`config.mk`:
```
export PLATFORM = sky130hd
export DESIGN_NAME = fpga_prog_ctrl_flat
export DESIGN_NICKNAME = d
export VERILOG_FILES = /design/src/rtl/fpga_prog_pkg.sv /design/src/rtl/fpga_prog_ctrl_if.sv /design/src/rtl/prog_sclk_div.sv /design/src/rtl/fpga_prog_ctrl.sv /design/src/flat_wrapper.sv
export SDC_FILE = /design/constraint.sdc
export NUM_CORES = 1
export LEC_CHECK = 0
export BUFFER_PORTS_ARGS = -buffer_cell sky130_fd_sc_hd__buf_2
export CORE_AREA = 2 2 71 73
export CTS_CLUSTER_DIAMETER = 50
export DETAILED_ROUTE_END_ITERATION = 10
export DIE_AREA = 0 0 73 75
export PLACE_DENSITY_LB_ADDON = 0.12
export SLEW_MARGIN = 20
export SYNTH_ARGS = -nofsm -noshare
export SYNTH_HDL_FRONTEND = slang
export SYNTH_HIERARCHICAL = 1
export SYNTH_SLANG_ARGS = --single-unit
```
`constraint.sdc`:
```
create_clock -name i_mainclk -period 2.81 [get_ports i_mainclk]
set_input_delay 0.562 -clock i_mainclk [delete_from_list [all_inputs] [get_ports i_mainclk]]
set_output_delay 0.562 -clock i_mainclk [all_outputs]
set_load 0.01 [all_outputs]
```
`src/rtl/fpga_prog_pkg.sv`:
```
// Shared types and sizing helpers for the FPGA-side chip programming controller.
// Build option: FPGA_PROG_PARITY_EN appends one even-parity bit to every shifted word.
package fpga_prog_pkg;

  typedef enum logic [2:0] {
    StIdle,
    StRst,
    StShift,
    StWait,
    StDone,
    StError
  } prog_state_e;

  localparam int unsigned RetryW = 4;

`ifdef FPGA_PROG_PARITY_EN
  localparam int unsigned ParityBits = 1;
`else
  localparam int unsigned ParityBits = 0;
`endif

  // Number of bits clocked out per attempt.
  function automatic int unsigned num_bits(int unsigned cfg_w);
    return cfg_w + ParityBits;
  endfunction

  // Width of a counter that must hold values 0..max_val.
  function automatic int unsigned cnt_width(int unsigned max_val);
    return (max_val < 1) ? 1 : $clog2(max_val + 1);
  endfunction

endpackage

```
`src/rtl/fpga_prog_ctrl_if.sv`:
```
// Host-side control and chip-pin bundle of the programming controller.
// Build option: FPGA_PROG_PARITY_EN (no effect on the bundle itself).
interface fpga_prog_ctrl_if #(
  parameter int unsigned CFG_W = 5
);
  import fpga_prog_pkg::*;

  logic               i_start;
  logic [CFG_W-1:0]   i_cfg_word;
  logic               i_ready;
  logic               o_resetbAll;
  logic               o_sclk;
  logic               o_sdout;
  logic               o_busy;
  logic               o_done;
  logic               o_error;
  logic [RetryW-1:0]  o_retry_cnt;

  modport master (
    output i_start, i_cfg_word, i_ready,
    input  o_resetbAll, o_sclk, o_sdout, o_busy, o_done, o_error, o_retry_cnt
  );

  modport slave (
    input  i_start, i_cfg_word, i_ready,
    output o_resetbAll, o_sclk, o_sdout, o_busy, o_done, o_error, o_retry_cnt
  );

endinterface

```
`src/rtl/prog_sclk_div.sv`:
```
// Free-running divider emitting a one-cycle tick every 2**DIV_LOG2 enabled cycles.
// Build option: FPGA_PROG_PARITY_EN (not used here).
module prog_sclk_div #(
  parameter int unsigned DIV_LOG2 = 4
) (
  input  logic clk_i,
  input  logic rst_ni,
  input  logic en_i,
  input  logic clr_i,
  output logic tick_o
);

  logic [DIV_LOG2-1:0] cnt_q;

  always_ff @(posedge clk_i or negedge rst_ni) begin
    if (!rst_ni) begin
      cnt_q <= '0;
    end else if (clr_i) begin
      cnt_q <= '0;
    end else if (en_i) begin
      cnt_q <= cnt_q + DIV_LOG2'(1);
    end
  end

  assign tick_o = en_i && !clr_i && (cnt_q == {DIV_LOG2{1'b1}});

endmodule

```
`src/rtl/fpga_prog_ctrl.sv`:
```
// Resets the chip, shifts a configuration word MSB-first over sclk/sdout, waits for ready, retries.
// Build option: FPGA_PROG_PARITY_EN sends an even-parity bit after the LSB.
module fpga_prog_ctrl
  import fpga_prog_pkg::*;
#(
  parameter int unsigned      CFG_W       = 5,
  parameter logic [CFG_W-1:0] CFG_DEFAULT = 5'b00100,
  parameter bit               AUTO_START  = 1'b1,
  parameter int unsigned      DIV_LOG2    = 4,
  parameter int unsigned      RST_CYC     = 4,
  parameter int unsigned      READY_TO    = 255,
  parameter int unsigned      MAX_RETRY   = 3
) (
  input  logic            i_mainclk,
  input  logic            i_resetbFPGA,
  fpga_prog_ctrl_if.slave bus
);

  localparam int unsigned Nb   = num_bits(CFG_W);
  localparam int unsigned BitW = cnt_width(Nb);
  localparam int unsigned RstW = cnt_width(RST_CYC);
  localparam int unsigned ToW  = cnt_width(READY_TO);

  prog_state_e       state_q, state_d;
  logic [CFG_W-1:0]  cfg_q, cfg_d;
  logic [Nb-1:0]     sh_q, sh_d;
  logic [Nb-1:0]     tx_word;
  logic [RstW-1:0]   rst_cnt_q, rst_cnt_d;
  logic [BitW-1:0]   bit_cnt_q, bit_cnt_d;
  logic [ToW-1:0]    to_cnt_q, to_cnt_d;
  logic [RetryW-1:0] retry_q, retry_d;
  logic              auto_pend_q, auto_pend_d;
  logic              rdy_meta_q, rdy_sync_q;
  logic              sclk_q, sclk_d;
  logic              sdout_q, sdout_d;
  logic              resetb_q, resetb_d;
  logic              busy_q, busy_d;
  logic              done_q, done_d;
  logic              error_q, error_d;
  logic              div_tick;

`ifdef FPGA_PROG_PARITY_EN
  assign tx_word = {cfg_q, ^cfg_q};
`else
  assign tx_word = cfg_q;
`endif

  // Divider is held clear throughout RST so every SHIFT starts from a fresh half-period.
  prog_sclk_div #(
    .DIV_LOG2 (DIV_LOG2)
  ) u_sclk_div (
    .clk_i  (i_mainclk),
    .rst_ni (i_resetbFPGA),
    .en_i   (state_q == StShift),
    .clr_i  (state_q == StRst),
    .tick_o (div_tick)
  );

  always_comb begin
    state_d     = state_q;
    cfg_d       = cfg_q;
    sh_d        = sh_q;
    rst_cnt_d   = rst_cnt_q;
    bit_cnt_d   = bit_cnt_q;
    to_cnt_d    = to_cnt_q;
    retry_d     = retry_q;
    auto_pend_d = auto_pend_q;
    sclk_d      = sclk_q;
    sdout_d     = sdout_q;

    case (state_q)
      StIdle, StDone, StError: begin
        sclk_d  = 1'b1;
        sdout_d = 1'b0;
        if (bus.i_start || auto_pend_q) begin
          state_d     = StRst;
          cfg_d       = auto_pend_q ? CFG_DEFAULT : bus.i_cfg_word;
          retry_d     = '0;
          rst_cnt_d   = '0;
          auto_pend_d = 1'b0;
        end
      end
      StRst: begin
        if (rst_cnt_q == RstW'(RST_CYC - 1)) begin
          state_d   = StShift;
          sh_d      = tx_word;
          bit_cnt_d = '0;
          sclk_d    = 1'b1;
          sdout_d   = 1'b0;
        end else begin
          rst_cnt_d = rst_cnt_q + RstW'(1);
        end
      end
      StShift: begin
        if (div_tick) begin
          if (sclk_q) begin
            sclk_d  = 1'b0;
            sdout_d = sh_q[Nb-1];
            sh_d    = sh_q << 1;
          end else begin
            sclk_d = 1'b1;
            if (bit_cnt_q != BitW'(Nb)) begin
              bit_cnt_d = bit_cnt_q + BitW'(1);
            end
            if (bit_cnt_q == BitW'(Nb - 1)) begin
              state_d  = StWait;
              sdout_d  = 1'b0;
              to_cnt_d = '0;
            end
          end
        end
      end
      StWait: begin
        // Ready takes priority over a timeout landing on the same cycle.
        if (rdy_sync_q) begin
          state_d = StDone;
        end else if (to_cnt_q == ToW'(READY_TO)) begin
          if (retry_q < RetryW'(MAX_RETRY)) begin
            retry_d   = retry_q + RetryW'(1);
            rst_cnt_d = '0;
            state_d   = StRst;
          end else begin
            state_d = StError;
          end
        end else begin
          to_cnt_d = to_cnt_q + ToW'(1);
        end
      end
      default: begin
        state_d = StIdle;
      end
    endcase
  end

  // Status outputs follow the next state so they are registered yet cycle-aligned with it.
  assign resetb_d = (state_d != StRst);
  assign busy_d   = (state_d == StRst) || (state_d == StShift) || (state_d == StWait);
  assign done_d   = (state_d == StDone);
  assign error_d  = (state_d == StError);

  always_ff @(posedge i_mainclk or negedge i_resetbFPGA) begin
    if (!i_resetbFPGA) begin
      state_q     <= StIdle;
      cfg_q       <= '0;
      sh_q        <= '0;
      rst_cnt_q   <= '0;
      bit_cnt_q   <= '0;
      to_cnt_q    <= '0;
      retry_q     <= '0;
      auto_pend_q <= AUTO_START;
      rdy_meta_q  <= 1'b0;
      rdy_sync_q  <= 1'b0;
      sclk_q      <= 1'b1;
      sdout_q     <= 1'b0;
      resetb_q    <= 1'b0;
      busy_q      <= 1'b0;
      done_q      <= 1'b0;
      error_q     <= 1'b0;
    end else begin
      state_q     <= state_d;
      cfg_q       <= cfg_d;
      sh_q        <= sh_d;
      rst_cnt_q   <= rst_cnt_d;
      bit_cnt_q   <= bit_cnt_d;
      to_cnt_q    <= to_cnt_d;
      retry_q     <= retry_d;
      auto_pend_q <= auto_pend_d;
      rdy_meta_q  <= bus.i_ready;
      rdy_sync_q  <= rdy_meta_q;
      sclk_q      <= sclk_d;
      sdout_q     <= sdout_d;
      resetb_q    <= resetb_d;
      busy_q      <= busy_d;
      done_q      <= done_d;
      error_q     <= error_d;
    end
  end

  assign bus.o_resetbAll = resetb_q;
  assign bus.o_sclk      = sclk_q;
  assign bus.o_sdout     = sdout_q;
  assign bus.o_busy      = busy_q;
  assign bus.o_done      = done_q;
  assign bus.o_error     = error_q;
  assign bus.o_retry_cnt = retry_q;

endmodule

```
`src/flat_wrapper.sv`:
```
// flat-port wrapper written by rule: the top's interface ports become plain ports
module fpga_prog_ctrl_flat import fpga_prog_pkg::*;
#(
  parameter int unsigned      CFG_W       = 5,
  parameter logic [CFG_W-1:0] CFG_DEFAULT = 5'b00100,
  parameter bit               AUTO_START  = 1'b1,
  parameter int unsigned      DIV_LOG2    = 4,
  parameter int unsigned      RST_CYC     = 4,
  parameter int unsigned      READY_TO    = 255,
  parameter int unsigned      MAX_RETRY   = 3
)
  (i_mainclk, i_resetbFPGA, bus_i_start, bus_i_cfg_word, bus_i_ready, bus_o_resetbAll, bus_o_sclk, bus_o_sdout, bus_o_busy, bus_o_done, bus_o_error, bus_o_retry_cnt);
  fpga_prog_ctrl_if #(.CFG_W(CFG_W)) bus_i ();
  input  logic i_mainclk;
  input  logic i_resetbFPGA;
  input wire logic [$bits(bus_i.i_start)-1:0] bus_i_start;
  input wire logic [$bits(bus_i.i_cfg_word)-1:0] bus_i_cfg_word;
  input wire logic [$bits(bus_i.i_ready)-1:0] bus_i_ready;
  output wire logic [$bits(bus_i.o_resetbAll)-1:0] bus_o_resetbAll;
  output wire logic [$bits(bus_i.o_sclk)-1:0] bus_o_sclk;
  output wire logic [$bits(bus_i.o_sdout)-1:0] bus_o_sdout;
  output wire logic [$bits(bus_i.o_busy)-1:0] bus_o_busy;
  output wire logic [$bits(bus_i.o_done)-1:0] bus_o_done;
  output wire logic [$bits(bus_i.o_error)-1:0] bus_o_error;
  output wire logic [$bits(bus_i.o_retry_cnt)-1:0] bus_o_retry_cnt;
  assign bus_i.i_start = bus_i_start;
  assign bus_i.i_cfg_word = bus_i_cfg_word;
  assign bus_i.i_ready = bus_i_ready;
  assign bus_o_resetbAll = bus_i.o_resetbAll;
  assign bus_o_sclk = bus_i.o_sclk;
  assign bus_o_sdout = bus_i.o_sdout;
  assign bus_o_busy = bus_i.o_busy;
  assign bus_o_done = bus_i.o_done;
  assign bus_o_error = bus_i.o_error;
  assign bus_o_retry_cnt = bus_i.o_retry_cnt;
  fpga_prog_ctrl #(.CFG_W(CFG_W), .CFG_DEFAULT(CFG_DEFAULT), .AUTO_START(AUTO_START), .DIV_LOG2(DIV_LOG2), .RST_CYC(RST_CYC), .READY_TO(READY_TO), .MAX_RETRY(MAX_RETRY)) u_core (.i_mainclk(i_mainclk), .i_resetbFPGA(i_resetbFPGA), .bus(bus_i));
endmodule
```
After elaboration in Yosys (flattened, before gate mapping)
Cells that the tools add are included.
{ "word_totals": {"ff_bits": 44, "latch_bits": 0, "mem_bits_rw": 0, "rom_bits": 0, "in_bits": 9, "output_inout_bits": 10, "elab_cells": 120, "mem_count": 0} }
{ "op_classes": {"add_sub_neg": 5, "mul": 0, "div": 0, "order_cmp": 1, "n_eq_ne": 29, "n_shift": 0, "n_mux": 47, "n_bitwise": 0, "reduce_logical": 21} }
{ "ops": {"columns": ["op", "n"], "rows": [
  ["two-way mux 3 bit", 17],
  ["two-way mux 8 bit", 5],
  ["two-way mux 4 bit", 6],
  ["two-way mux 5 bit", 4],
  ["!= test 2 x 1 -> 1 bit, second input constant", 8],
  ["one-hot mux 8 bit (2 select lines)", 1],
  ["== test 3 x 2 -> 1 bit, second input constant", 5],
  ["== test 3 bit, second input constant", 5],
  ["one-hot mux 3 bit (4 select lines)", 1],
  ["AND reduction 6 bit", 2],
  ["one-hot mux 5 bit (2 select lines)", 1],
  ["AND reduction 5 bit", 2],
  ["one-hot mux 3 bit (3 select lines)", 1],
  ["adder 4 x 1 -> 4 bit, second input constant", 2],
  ["adder 8 x 1 -> 8 bit, second input constant", 1],
  ["== test 8 bit, second input constant", 1],
  ["!= test 2 bit, second input constant", 4],
  ["one-hot mux 4 bit (2 select lines)", 1],
  ["AND reduction 4 bit", 2],
  ["two-way mux 1 bit", 7],
  ["adder 3 x 1 -> 3 bit, second input constant", 2],
  ["== test 3 x 1 -> 1 bit, second input constant", 2],
  ["!= test 3 x 1 -> 1 bit, second input constant", 2],
  ["one-hot mux 1 bit (3 select lines)", 2],
  ["other kinds (13)", 19]
]} }

Longest topological paths before layout
Gate-level depths: netlist of run 1.
{ "depth": {"word_depth": 9, "ltp_mapped": 12, "mapped_depth_nobuf": 9} }

Cells and area by module
The synthesis of run 1 kept the hierarchy.
{ "modules_own_cells": {"columns": ["module", "n_inst", "cells_per_inst", "area_each_um2", "seq_area_each_um2"], "rows": [
  ["fpga_prog_ctrl", 1, 190, 2054.5, 1003.5],
  ["prog_sclk_div", 1, 18, 227.7, 100.1]
]} }

Worst setup path before layout of run 1
Ideal clock, no wire load.
{ "synth_timing": {"kind": "reg-to-reg", "startpoint": "register u_core.state_q[1]", "endpoint": "register u_core.to_cnt_q[5]", "setup_ps": 79, "t_arrival_ps": 2380, "required_time_ps": 2731, "setup_slack_ps": 350, "path_stages_with_launch": 12, "path_buffers": 3, "period_less_slack_ps": 2460, "cell_sequence": "dfrtp_1 -> buf_6 -> nand2b_4 -> nor2_8 -> buf_6 -> and4_1 -> nand4bb_4 -> nor3_4 -> a211oi_2 -> buf_6 -> nor4b_2 -> mux2i_1"} }
{ "synth_via": {"elab_chain_len": 6, "elab_cells_between_ends": 14, "cone_classes": "8 x eq/ne; 1 x mux; 5 x reduce/logical"} }
{ "synth_rtl": {"columns": ["item", "line", "text"], "rows": [
  ["from (decl)", "fpga_prog_ctrl.sv:24", "prog_state_e state_q, state_d;"],
  ["from (signal assigned)", "fpga_prog_ctrl.sv:143", "state_q <= StIdle;"],
  ["from (signal assigned)", "fpga_prog_ctrl.sv:160", "state_q <= state_d;"],
  ["== test 3 x 1 -> 1 bit", "fpga_prog_ctrl.sv:55", ".clr_i (state_q == StRst),"],
  ["zero test 1 bit", "prog_sclk_div.sv:25", "assign tick_o = en_i && !clr_i && (cnt_q == {DIV_LOG2{1'b1}});"],
  ["logical AND 1 bit (*) (2 in series)", "prog_sclk_div.sv:25", null],
  ["named net u_core.div_tick", "fpga_prog_ctrl.sv:40", "logic div_tick;"],
  ["!= test 2 x 1 -> 1 bit (no source line) (*)", null, null],
  ["AND reduction 6 bit (no source line) (*)", null, null],
  ["to (signal assigned)", "fpga_prog_ctrl.sv:165", "to_cnt_q <= to_cnt_d;"],
  ["to (decl)", "fpga_prog_ctrl.sv:30", "logic [ToW-1:0] to_cnt_q, to_cnt_d;"]
]} }
Mark *: on every way through the listed nets, which the timed path passes. The rest lies on a longest branch.
A chain may end at the register's enable or synchronous reset.

Worst setup path after layout of run 1
{ "layout_timing": {"startpoint": "register u_core.state_q[1]", "endpoint": "register u_core.rst_cnt_q[1]"} }
{ "layout_via": {"elab_chain_len": 4, "elab_cells_between_ends": 14, "cone_classes": "9 x eq/ne; 1 x mux; 4 x reduce/logical"} }
{ "layout_rtl": {"columns": ["item", "line", "text"], "rows": [
  ["== test 3 bit / zero test 3 bit (equally long branches)", "fpga_prog_ctrl.sv:71", "case (state_q)"],
  ["OR reduction 3 bit", "fpga_prog_ctrl.sv:71", null],
  ["!= test 2 x 1 -> 1 bit (no source line) / nonzero test 3 bit (equally long branches)", null, null],
  ["AND reduction 6 bit (no source line)", null, null],
  ["to (signal assigned)", "fpga_prog_ctrl.sv:163", "rst_cnt_q <= rst_cnt_d;"],
  ["to (decl)", "fpga_prog_ctrl.sv:28", "logic [RstW-1:0] rst_cnt_q, rst_cnt_d;"]
]} }
Several ways; a longest one is shown, not always the timed one.

==> out/qor.txt, run 1 <==
combinational share of power: 35.4%
GR Overflow Total: 0
Data arrival, critical path: 2730 ps
PwrDens: 840 nW/um^2
Rel. slew slack: 35.0%
Mean Syn Cell Area: 11.0 sq um
Buf/Inv on CP: 1
CP max FO: 14
wire length per cell: 15.1 um
DRC: 0
cells on worst reg2reg path: 9
Die ar.: 5480 sq um
final net count: 248
TritonCTS Sinks: 44
flops & latches, synth: 44
filler cell count: 415
multi-input combinational cell area: 1080 sq um
first-pass GRT wire length: 7620 um
max-cap check violation count: 0
initial antenna violation count: 0
Crit path max-delay family: simple AND/OR/NAND/NOR gates
min-delay worst type: reg -> reg
Crit path largest cell delay: 540 ps
count of unique library cells instantiated by Yosys: 55
switching pwr: 783 uW
final core utilization: 53.9%
worst setup path category: reg -> reg
Synth Cell Area: 2280 sq um
antenna cells: 0
synth warn: 6
worst slew pin tran: 976 ps
site row count: 25
most frequent cells in the layout: dfrtp_1 (42), nand2_1 (24), buf_2 (18)
hold_sp: u_core/rdy_meta_q
Pre-Repair DR Iteration Count: 4
DIE HEIGHT: 75 um
P_int: 1.33 mW
Clk Latency, worst-skew pair: 290 ps
htree depth: 2
fin crit share: 88.9%
CP Data Required Time: 3040 ps
setup violators final: 0
Layout area overhead: 10.1%
Mapped Cells: 208
Hold Path Sink: u_core/rdy_sync_q
Total GRT Usage: 18.4%
core area: 4660 sq um
RSZ-0062 raised after global routing: false
Inserted Clock Buffers: 5
Synth area leader: dfrtp_1
TritonCTS clock tree: built
share of the synthesized area in the top cell type: 46.1%
crit end category: register
Sw Ratio: 37.1%
sequential share of the synthesized area: 48.4%
Area contributors post-synth: dfrtp_1 (46%), ha_1 (4.4%), nand2_1 (3.9%)
post-route setup TNS: 0 ps
Power, Total: 2.11 mW
status: finished, final reports clean
register area: 1100 sq um
Clk pwr share: 19.0%
Final Critical Period: 2500 ps
Post-Place Cell Area: 2380 sq um
r2r endpoint: u_core/rst_cnt_q[1]
vias: 1578
post-DP HPWL: 3010 um
CP max stage cell: a211oi_4
GPL Wtd Cong: 0.853
Die Span X: 73 um
hold path depth: 0
share of cells above drive strength 1: 24.1%
Hold-fix buffers, CTS: 0
max-slew violation count: 0
most common cell after layout, fill and taps aside: dfrtp_1
Critical R2R Launch: u_core/state_q[1]
CTS root buf: clkbuf_8
Worst-path clk slew: 80 ps
setup slack, reg-to-reg: 310 ps
CTS Buffer Depth: 2
Final Cell Area: 2510 sq um
largest net degree at the start of global routing: 45
drt first-iter violations: 64
Vias/cell: 5.52
critical path startpoint category: register
IR Drop Worst-Case VDD: 0.322 mV
Max Fclk: 400 MHz
Ports: 19
Routed Antenna Nets: 0
final hold vios: 0
buffers added on ports: 18
LEAKAGE: 1.17 nW
Post-Route WL: 4310 um
vias in the first global route: 1639
syn_nets: 225
Initial Util: 49.0%
Seq pwr share: 45.5%
cells along the critical path: nor3b_4 > nor2b_1 > and4_2 > nand4bb_4 > nor3_4 > a211oi_4 > inv_2 > nand3_2 > a32o_1
Fin Clk Skew: 4.60 ps
[state kept, by name (all words and copies together), names as in the netlist, 3 cells and up]
register,count
u_core/state_q,3
u_core/to_cnt_q,8
u_core/sh_q,5
u_core/bus.o_retry_cnt,4
u_core/cfg_q,5
u_core/rst_cnt_q,3
u_core/u_sclk_div/cnt_q,4
u_core/bit_cnt_q,3
[cell usage after synthesis, drive strengths merged]
cell type / instances
dfrtp: 42
nand2: 24
o21ai: 17
nor2: 15
inv: 9
a21oi: 8
ha: 8
mux2i: 8
nand2b: 8
buf: 7
nand3: 4
nor2b: 4
o31ai: 4
or4: 4
a31oi: 3
and2: 3
and4: 3
nand4: 3
nor3: 3
a211oi: 2
a41oi: 2
and2b: 2
clkbuf: 2
dfstp: 2
mux2: 2
nand4bb: 2
nor4b: 2
or3: 2
a21bo: 1
a21o: 1
a22o: 1
a32o: 1
nand3b: 1
nand4b: 1
nor3b: 1
o22ai: 1
o2bb2ai: 1
or2: 1
or4b: 1
xnor2: 1
xor2: 1
[how the worst max path moves through the flow]
stage | from | end | depth (start not counted) | slack (ps)
finish | u_core/state_q[1] | u_core/rst_cnt_q[1] | 9 | 310
global route | u_core/state_q[1] | u_core/rst_cnt_q[2] | 9 | 120
CTS | u_core/state_q[1] | u_core/rst_cnt_q[2] | 9 | 50
detailed placement | u_core/state_q[1] | u_core/rst_cnt_q[2] | 9 | 80
global placement | u_core/state_q[2] | u_core/rst_cnt_q[1] | 9 | 190
floorplan | u_core/state_q[1] | u_core/to_cnt_q[5] | 11 | 350
[through the flow]
step,std cells,hold WS [ps],worst slack (ps)
3_5_place_dp,274,348,80.8
2_1_floorplan,208,266,350
6_report,286,358,312
4_1_cts,282,361,48.1
3_3_place_gp,274,341,187
5_1_grt,286,362,123
[worst reg2reg max path, delay by kind of cell (launching register included)]
family / cells / cell delay (ps)
compound gates: 2 / 680
simple gates: 6 / 1120
flops: 1 / 520
buf+inv: 1 / 130
[metal layers]
metal / part of all wire [%] / vias to the layer above / global-route usage, %
li1: - / 775 / -
met1: 45 / 776 / 22.4
met2: 50 / 22 / 31.5
met3: 2.9 / 5 / 4.15
met4: 1.5 / 0 / 8.02
met5: 0 / - / 0
[power by group through the flow]
stage / registers [mW] / logic [mW] / clock network, mW
2_1_floorplan: 0.934 / 0.625 / 0
3_3_place_gp: 0.964 / 0.691 / 0
3_5_place_dp: 0.976 / 0.720 / 0
4_1_cts: 0.964 / 0.726 / 0.422
5_1_grt: 0.995 / 0.853 / 0.449
6_report: 0.962 / 0.748 / 0.402
[what timing repair did]
action | 4_1_cts | 5_1_grt
endpoints found under the setup margin | 0 | 13
resized for setup | 0 | 2
setup buffers | 0 | 4
[final cells by class]
type                       count  area share, %
multi-input combinational    146           42.8
timing repair buffer          25           5.67
tap                           54           2.69
sequential                    44           43.9
inverter                       9           1.34
clock buffer                   8           3.58
[kinds of logic after synthesis]
family / share of synthesized area [%]
adders and majority gates: 4.39
xor gates and xnor gates: 0.768
DFF: 48.4
AOI/OAI and AO/OA: 12.1
muxes: 4.66
buffers and inverters: 4.88
and+or+nand+nor: 24.8
Power figures use the tool's default switching activity.
==> run 2: changes to the inputs <==
Settings changed: GPL_TIMING_DRIVEN from default to 0.
==> out/qor.txt, run 2 (synthesis results as in run 1) <==
status: finished, final reports clean (unchanged)
RSZ-0062 raised after global routing: false (unchanged)
switching pwr: 788 uW (was 783 uW)
Layout area overhead: 11.3% (was 10.1%)
crit end category: register (unchanged)
Worst-path clk slew: 80 ps (about the same)
vias in the first global route: 1521 (was 1639)
GPL Wtd Cong: 0.729 (was 0.853)
Inserted Clock Buffers: 5 (unchanged)
met2 GRT Util: 27.5% (was 31.5%)
Total GRT Usage: 17.2% (was 18.4%)
worst setup path category: reg -> reg (unchanged)
GR Util met3: 3.61% (was 4.15%)
Most flops, register: u_core/to_cnt_q (unchanged)
setup slack, reg-to-reg: 240 ps (was 310 ps)
Final Critical Period: 2570 ps (was 2500 ps)
post-DP HPWL: 2830 um (was 3010 um)
most frequent cells in the layout: dfrtp_1 (41), nand2_1 (24), buf_2 (18) (was dfrtp_1 (42), nand2_1 (24), buf_2 (18))
Data arrival, critical path: 2790 ps (was 2730 ps)
most common cell after layout, fill and taps aside: dfrtp_1 (unchanged)
multi-input combinational cell area: 1070 sq um (was 1080 sq um)
met1 track demand over resource: 23.3% (was 22.4%)
Seq pwr share: 44.0% (was 45.5%)
Ports: 19 (unchanged)
TritonCTS clock tree: built (unchanged)
busiest layer in global routing: met2 (unchanged)
max reg flops: 8 (unchanged)
min-delay worst type: in -> async (was reg -> reg)
CTS Buffer Depth: 2 (unchanged)
post-route setup TNS: 0 ps (unchanged)
Max Fclk: 389 MHz (was 400 MHz)
DRC: 0 (unchanged)
wire length per cell: 14.2 um (was 15.1 um)
Clk Latency, worst-skew pair: 290 ps (about the same)
htree depth: 2 (unchanged)
core area: 4660 sq um (unchanged)
top flop regs: u_core/to_cnt_q (8), u_core/cfg_q (5), u_core/sh_q (5) (unchanged)
PwrDens: 846 nW/um^2 (was 840 nW/um^2)
Initial Util: 49.0% (unchanged)
max-slew violation count: 0 (unchanged)
Rel. slew slack: 58.1% (was 35.0%)
Hold-fix buffers, CTS: 0 (unchanged)
share of cells above drive strength 1: 24.7% (was 24.1%)
setup violators final: 0 (unchanged)
Clk pwr share: 18.6% (was 19.0%)
initial antenna violation count: 0 (unchanged)
Pre-Repair DR Iteration Count: 4 (unchanged)
combinational share of power: 37.5% (was 35.4%)
IR Drop Worst-Case VDD: 0.454 mV (was 0.322 mV)
Final Cell Area: 2540 sq um (was 2510 sq um)
site row count: 25 (unchanged)
Power, Total: 2.15 mW (was 2.11 mW)
Die ar.: 5480 sq um (unchanged)
GR Overflow Total: 0 (unchanged)
final hold vios: 0 (unchanged)
Vias/cell: 5.40 (was 5.52)
worst slew pin tran: 626 ps (was 976 ps)
fin crit share: 91.6% (was 88.9%)
CP Data Required Time: 3020 ps (was 3040 ps)
CTS root buf: clkbuf_8 (unchanged)
critical path startpoint category: register (unchanged)
Fin Clk Skew: 5.77 ps (was 4.60 ps)
DIE HEIGHT: 75 um (unchanged)
antenna cells: 0 (unchanged)
Post-Route WL: 4100 um (was 4310 um)
Routed Antenna Nets: 0 (unchanged)
max-cap check violation count: 0 (unchanged)
CP max FO: 10 (was 14)
Die Span X: 73 um (unchanged)
drt first-iter violations: 55 (was 64)
buffers added on ports: 18 (unchanged)
TritonCTS Sinks: 44 (unchanged)
final net count: 251 (was 248)
largest net degree at the start of global routing: 45 (unchanged)
filler cell count: 433 (was 415)
Post-Place Cell Area: 2440 sq um (was 2380 sq um)
LEAKAGE: 1.18 nW (was 1.17 nW)
Sw Ratio: 36.7% (was 37.1%)
vias: 1562 (was 1578)
WHS: 257 ps (was 358 ps)
first-pass GRT wire length: 7130 um (was 7620 um)
register area: 1100 sq um (about the same)
P_int: 1.36 mW (was 1.33 mW)
## run 2: changes by cell type in the layout (fill, tap and decap cells not counted), sizes merged
cell	before	now
clkbuf	8	10
buf	25	26
## run 2: worst max-delay path: stages, from the launching register on
cell,delay (ps)
dfrtp_2,450
buf_6,170
nand2b_4,90
nor2_8,180
buf_6,160
and4_1,340
nand4bb_4,160
nor3_4,160
a211oi_2,100
buf_6,170
nor4b_2,300
mux2i_1,210
## run 2: routing by layer
metal / share of wire, % / wire, um / up-vias
met3: 2.7 / 112 / 4
met4: 1.4 / 57 / 0
met5: 0 / 0 / -
met1: 49 / 2030 / 753
met2: 46 / 1900 / 21
li1: - / - / 784
## run 2: area by class of cell
| cell class | instances | area share [%] |
|---|---|---|
| multi-input cells | 146 | 42.0 |
| plain buffers | 9 | 3.05 |
| clock buffers | 8 | 3.55 |
| well taps | 54 | 2.66 |
| repair buffers | 19 | 3.94 |
| flip-flops and latches | 44 | 43.5 |
| inverters | 9 | 1.33 |
## run 2: power groups by stage
| stage | logic [mW] | registers [mW] | clock network, mW |
|---|---|---|---|
| global placement | 0.789 | 0.950 | 0 |
| floorplan | 0.625 | 0.934 | 0 |
| detailed placement | 0.802 | 0.956 | 0 |
| finish | 0.805 | 0.945 | 0.399 |
| CTS | 0.808 | 0.946 | 0.418 |
| global route | 0.924 | 0.970 | 0.443 |
## run 2: metrics by stage
| stage | setup slack [ps] | cells | utilization, % |
|---|---|---|---|
| finish | 236 | 289 | 54.5 |
| global route | 17.4 | 289 | 54.5 |
| CTS | 28.0 | 288 | 54.3 |
| detailed placement | -53.0 | 280 | 52.3 |
| global placement | -22.9 | 280 | 52.3 |
| floorplan | 350 | 208 | - |
## run 2: final timing paths
check / from / endpoint / cells past startpoint
setup / recovery: u_core/state_q[1] / u_core/to_cnt_q[7] / 11
hold reg to reg: u_core/rdy_meta_q / u_core/rdy_sync_q / 0
min in group i_mainclk: u_core/rdy_meta_q / u_core/rdy_sync_q / 0
max in group asynchronous: i_resetbFPGA / u_core/state_q[1] / 1
hold / removal: i_resetbFPGA / u_core/to_cnt_q[6] / 1
setup reg to reg: u_core/state_q[1] / u_core/to_cnt_q[7] / 11
## run 2: repair_timing
action | in CTS | in global routing
setup buffers | 0 | 1
pin swaps | 0 | 1
setup endpoints to repair | 2 | 9
resized for setup | 1 | 0
